`config.mk`:
```
export PLATFORM = sky130hd
export DESIGN_NAME = serial_to_parallel
export DESIGN_NICKNAME = d
export VERILOG_FILES = /design/src/rtl/serial_to_parallel.sv
export SDC_FILE = /design/constraint.sdc
export NUM_CORES = 1
export LEC_CHECK = 0
export ABC_CLOCK_PERIOD_IN_PS = 5550
export BUFFER_PORTS_ARGS = -buffer_cell sky130_fd_sc_hd__buf_2
export CORE_ASPECT_RATIO = 1.4
export CORE_UTILIZATION = 40
export DETAILED_ROUTE_END_ITERATION = 6
export GPL_TIMING_DRIVEN = 0
export PLACE_DENSITY_LB_ADDON = 0.05
export SLEW_MARGIN = 20
export SYNTH_ARGS = -nofsm -noshare
export SYNTH_HDL_FRONTEND = slang
export SYNTH_SLANG_ARGS = --single-unit
```
`constraint.sdc`:
```
create_clock -name clk -period 5.55 [get_ports clk]
set_input_delay 0 -clock clk [delete_from_list [all_inputs] [get_ports clk]]
set_output_delay 0 -clock clk [all_outputs]
set_load 0.01 [all_outputs]
```
`src/rtl/serial_to_parallel.sv`:
```
// Serial-to-parallel converter: assembles WIDTH LSB-first serial bits into a word
// with valid/ready handshakes on both sides and no bubble between consecutive words.
module serial_to_parallel #(
  parameter int WIDTH = 8
) (
  input  logic             clk,
  input  logic             rst,
  input  logic             serial_valid,
  input  logic             serial_data,
  output logic             serial_ready,
  output logic             parallel_valid,
  output logic [WIDTH-1:0] parallel_data,
  input  logic             parallel_ready
);

  localparam int CNT_W = $clog2(WIDTH);
  localparam logic [CNT_W-1:0] LAST = CNT_W'(WIDTH - 1);

  logic [CNT_W-1:0] cnt_q, cnt_d;
  logic [WIDTH-1:0] shift_q, shift_d;
  logic [WIDTH-1:0] data_q, data_d;
  logic             vld_q, vld_d;
  logic             last_bit;
  logic             accept;

  assign last_bit = (cnt_q == LAST);

  // Only the word-completing bit must stall, and only while the held word cannot leave.
  assign serial_ready = !(last_bit && vld_q && !parallel_ready);
  assign accept       = serial_valid && serial_ready;

  always_comb begin
    cnt_d   = cnt_q;
    shift_d = shift_q;
    data_d  = data_q;
    vld_d   = vld_q;
    if (accept) begin
      shift_d[cnt_q] = serial_data;
      cnt_d          = last_bit ? '0 : cnt_q + CNT_W'(1);
    end
    // Completion takes priority over consumption so a back-to-back word keeps valid high.
    if (accept && last_bit) begin
      data_d = shift_d;
      vld_d  = 1'b1;
    end else if (vld_q && parallel_ready) begin
      vld_d = 1'b0;
    end
  end

  always_ff @(posedge clk or posedge rst) begin
    if (rst) begin
      cnt_q   <= '0;
      shift_q <= '0;
      data_q  <= '0;
      vld_q   <= 1'b0;
    end else begin
      cnt_q   <= cnt_d;
      shift_q <= shift_d;
      data_q  <= data_d;
      vld_q   <= vld_d;
    end
  end

  assign parallel_valid = vld_q;
  assign parallel_data  = data_q;

endmodule
```
==> flow_results.xml <==
<?xml version="1.0" encoding="UTF-8"?>
<metrics>
  <group name="timing">
    <metric name="rsz0062_at_grt" unit="">no</metric>
    <metric name="max_slew_margin" unit="">0.498</metric>
    <metric name="totalNegativeSetupSlack" unit="ns">0</metric>
    <metric name="finalMaxSlewViolations" unit="">0</metric>
    <metric name="skew" unit="ns">0.00755</metric>
    <metric name="tightest_slew" unit="ns">0.753</metric>
    <metric name="fmax" unit="MHz">467</metric>
    <metric name="fin_worst_hold_slack" unit="ns">0.0808</metric>
    <metric name="fin_crit" unit="ns">2.14</metric>
    <metric name="timing_hold_violations_final" unit="">0</metric>
    <metric name="timing.final.setup_violations" unit="">0</metric>
    <metric name="fin_crit_sh" unit="">0.386</metric>
  </group>
  <group name="die">
    <metric name="die_height" unit="um">58.3</metric>
    <metric name="die_footprint" unit="sq um">2460</metric>
    <metric name="start_util" unit="">0.420</metric>
    <metric name="dieWidth" unit="um">42.2</metric>
    <metric name="io_pins" unit="">15</metric>
    <metric name="floorplan.rows" unit="">20</metric>
    <metric name="floorplan.core_area" unit="sq um">2150</metric>
  </group>
  <group name="clock_tree">
    <metric name="cts.reportedPaths.clkPinSlew" unit="ns">0.11</metric>
    <metric name="tritoncts" unit="">built</metric>
    <metric name="cts_root_buffer" unit="">clkbuf_4</metric>
    <metric name="cts-resized-gates" unit="">0</metric>
    <metric name="cts_made_buffers" unit="">3</metric>
    <metric name="clock_sink_count" unit="">20</metric>
    <metric name="max_clock_buf_depth" unit="">2</metric>
    <metric name="h-tree-depth" unit="">1</metric>
    <metric name="latest_clock_arrival_within_the_worst_skew_pair" unit="ns">0.29</metric>
  </group>
  <group name="global_route">
    <metric name="number_of_global_route_vias_before_repair" unit="">546</metric>
    <metric name="antenna_found_initial" unit="">0</metric>
    <metric name="grt_first_pass_wirelength" unit="um">2530</metric>
    <metric name="grt_start_max_net_pins" unit="">21</metric>
    <metric name="grt_remaining_overflow" unit="">0</metric>
    <metric name="grt_use_total" unit="">0.145</metric>
  </group>
  <group name="yosys">
    <metric name="synth.yosys.seq_area_share" unit="">0.553</metric>
    <metric name="postSynthRegisterBits" unit="">20</metric>
    <metric name="synth-compound-area-share" unit="">0.0194</metric>
    <metric name="yosysWarnings" unit="">0</metric>
    <metric name="adder_and_majority_cell_fraction_of_the_synthesized_area" unit="">0.0277</metric>
    <metric name="muxShareOfSynthArea" unit="">0.245</metric>
    <metric name="yosys.area_share.simple" unit="">0.140</metric>
    <metric name="synth_xor_xnor_area_share" unit="">0</metric>
    <metric name="synthesis.area_per_instance" unit="sq um">14.4</metric>
    <metric name="netlist_area" unit="sq um">905</metric>
    <metric name="synth_top_family_by_area" unit="">multiplexers</metric>
    <metric name="syn-instance-count" unit="">63</metric>
    <metric name="synth_cell_types" unit="">21</metric>
    <metric name="synth_nets" unit="">70</metric>
  </group>
  <group name="critical_path">
    <metric name="worst_ep_required_time" unit="ns">5.73</metric>
    <metric name="endpoint" unit="">parallel_data[3]</metric>
    <metric name="critical_path.startpoint_type" unit="">flop</metric>
    <metric name="timing.critical_path.from" unit="">cnt_q[1]</metric>
    <metric name="worst_setup_path_end_kind" unit="">flop</metric>
    <metric name="cp_data_arrival_time" unit="ns">2.32</metric>
    <metric name="critical_setup_path_kind" unit="">reg2reg</metric>
    <metric name="r2r_start" unit="">cnt_q[1]</metric>
    <metric name="crit-reg2reg-capture" unit="">parallel_data[3]</metric>
    <metric name="worst-path-max-fanout" unit="">9</metric>
    <metric name="r2r_slack" unit="ns">3.41</metric>
    <metric name="r2r.worst_path.cells" unit="">6</metric>
  </group>
  <group name="power_and_ir_drop">
    <metric name="switching_share" unit="">0.307</metric>
    <metric name="p_int" unit="mW">0.361</metric>
    <metric name="share_comb_of_total_power" unit="">0.383</metric>
    <metric name="clockPowerShare" unit="">0.127</metric>
    <metric name="switchingPower" unit="mW">0.160</metric>
    <metric name="vdd.ir_drop.worst" unit="V">0.000216</metric>
    <metric name="share_seq_of_total_power" unit="">0.490</metric>
    <metric name="total_leakage_power" unit="nW">0.509</metric>
    <metric name="power.density" unit="nW/um^2">494</metric>
  </group>
  <group name="layout">
    <metric name="final_area" unit="sq um">1050</metric>
    <metric name="antenna_cells_inserted" unit="">0</metric>
    <metric name="fraction_of_final_layout_cells_sized_beyond_drive_strength_1" unit="">0.470</metric>
    <metric name="final_net_count" unit="">92</metric>
    <metric name="area.growth.synth_to_final" unit="%">16.6</metric>
    <metric name="utilization_after_layout" unit="">0.490</metric>
  </group>
  <group name="drt">
    <metric name="vias" unit="">551</metric>
    <metric name="drt-wirelength-per-cell" unit="um">14.5</metric>
    <metric name="drt_first_iter_violations" unit="">9</metric>
    <metric name="number_of_iterations_in_the_first_detailed_routing_pass" unit="">4</metric>
    <metric name="remaining_drc_errors" unit="">0</metric>
    <metric name="drtAntennaViolNets" unit="">0</metric>
    <metric name="finalWirelength" unit="um">1530</metric>
    <metric name="drt-vias-per-instance" unit="">5.25</metric>
  </group>
  <group name="job">
    <metric name="cap_viol_max_count" unit="">0</metric>
  </group>
  <group name="place">
    <metric name="port-buffer-count" unit="">14</metric>
    <metric name="dp_wirelength" unit="um">1040</metric>
    <metric name="place_area" unit="sq um">1000</metric>
    <metric name="gp_routability_congestion" unit="">0.686</metric>
  </group>
  <group name="hold_path">
    <metric name="hold_path.class" unit="">in2reg</metric>
  </group>
  <group name="outcome">
    <metric name="outcome" unit="">finished clean</metric>
  </group>
</metrics>
[critical path, cell delays in order, from the launching register on]
cell and delay (ns):
dfrtp_1 0.49, ha_1 0.22, ha_1 0.20, and3b_4 0.21, nor4b_2 0.28, mux2_2 0.37, mux2_2 0.26
[worst min path at each step]
stage,start,to,slack [ns],cells past startpoint
after global routing,serial_data,shift_q[4],0.07,2
after CTS,serial_data,shift_q[1],0.07,2
after global placement,rst,parallel_data[2],0.17,2
after floorplan,rst,cnt_q[0],-0.04,1
after detailed placement,rst,parallel_data[2],0.18,2
final,serial_data,shift_q[4],0.08,2
[metal layers]
metal	vias to the layer above	part of all wire	track usage
met5	-	0	0
met4	0	0.012	0.0938
met3	2	0.031	0.0280
met2	11	0.50	0.220
met1	271	0.46	0.187
li1	267	-	-
[kinds of logic (layout without fill, tap and decap cells)]
logic type,Yosys count,count (layout)
simple gates,19,19
fa+ha+maj,2,2
flops,20,20
mux,17,17
buf+inv,3,23
compound gates,2,2
[synth_stat cells]
master	number	area [sq um]
mux2_2	9	101
clkinv_2	1	5.00
nand4b_1	2	17.5
nand4_1	2	12.5
dfrtp_1	20	500
nor2_1	1	3.75
a22o_1	1	8.76
mux2_4	8	120
nand2b_1	1	6.26
clkbuf_2	1	5.00
nor4b_2	1	15.0
ha_1	2	25.0
o22a_1	1	8.76
and2b_2	1	8.76
inv_1	1	3.75
nor3b_1	1	7.51
and3b_4	1	12.5
nand2_1	4	15.0
nor3_1	1	5.00
nor2b_1	2	12.5
nand3_1	2	10.0
[timing repair]
action | CTS | global route
endpoints found under the hold margin | 21 | 0
hold buffers | 3 | 0
buffers inserted | 0 | 0
[layout make-up]
type / instances / area, sq um
fill: 203 / 1100
tap: 22 / 27.5
buffer: 1 / 5.00
multi-input combinational: 40 / 390
timing repair buffer: 17 / 100
sequential: 20 / 500
clock buffer: 3 / 22.5
inverter: 2 / 8.76
[cells in the final DEF, fill, tap and decap left out]
| cell | instances |
|---|---|
| a22o_1 | 1 |
| and2b_2 | 1 |
| and3b_4 | 1 |
| buf_2 | 14 |
| clkbuf_2 | 1 |
| clkbuf_4 | 3 |
| clkinv_2 | 1 |
| dfrtp_1 | 20 |
| dlygate4sd3_1 | 3 |
| ha_1 | 2 |
| inv_1 | 1 |
| mux2_2 | 9 |
| mux2_4 | 8 |
| nand2_1 | 4 |
| nand2b_1 | 1 |
| nand3_1 | 2 |
| nand4_1 | 2 |
| nand4b_1 | 2 |
| nor2_1 | 1 |
| nor2b_1 | 2 |
| nor3_1 | 1 |
| nor3b_1 | 1 |
| nor4b_2 | 1 |
| o22a_1 | 1 |
[power groups by stage]
stage	combinational (mW)	clock (mW)	sequential (mW)
after floorplan	0.134	0	0.265
after global placement	0.195	0	0.256
after detailed placement	0.198	0	0.259
after CTS	0.203	0.0719	0.257
after global routing	0.220	0.0777	0.265
final	0.200	0.0663	0.256
[flip-flops by register name, summed over array words and instances, names as in the netlist]
name / flops
cnt_q: 3
parallel_data: 8
parallel_valid: 1
shift_q: 8
[per-stage QoR]
stage / power, mW / instances / setup WS [ns]
floorplan: 0.399 / 63 / 3.56
global placement: 0.451 / 99 / 3.44
detailed placement: 0.458 / 99 / 3.41
CTS: 0.532 / 105 / 3.40
global route: 0.563 / 105 / 3.33
finish: 0.522 / 105 / 3.41
(Power assumes the default switching activity.)
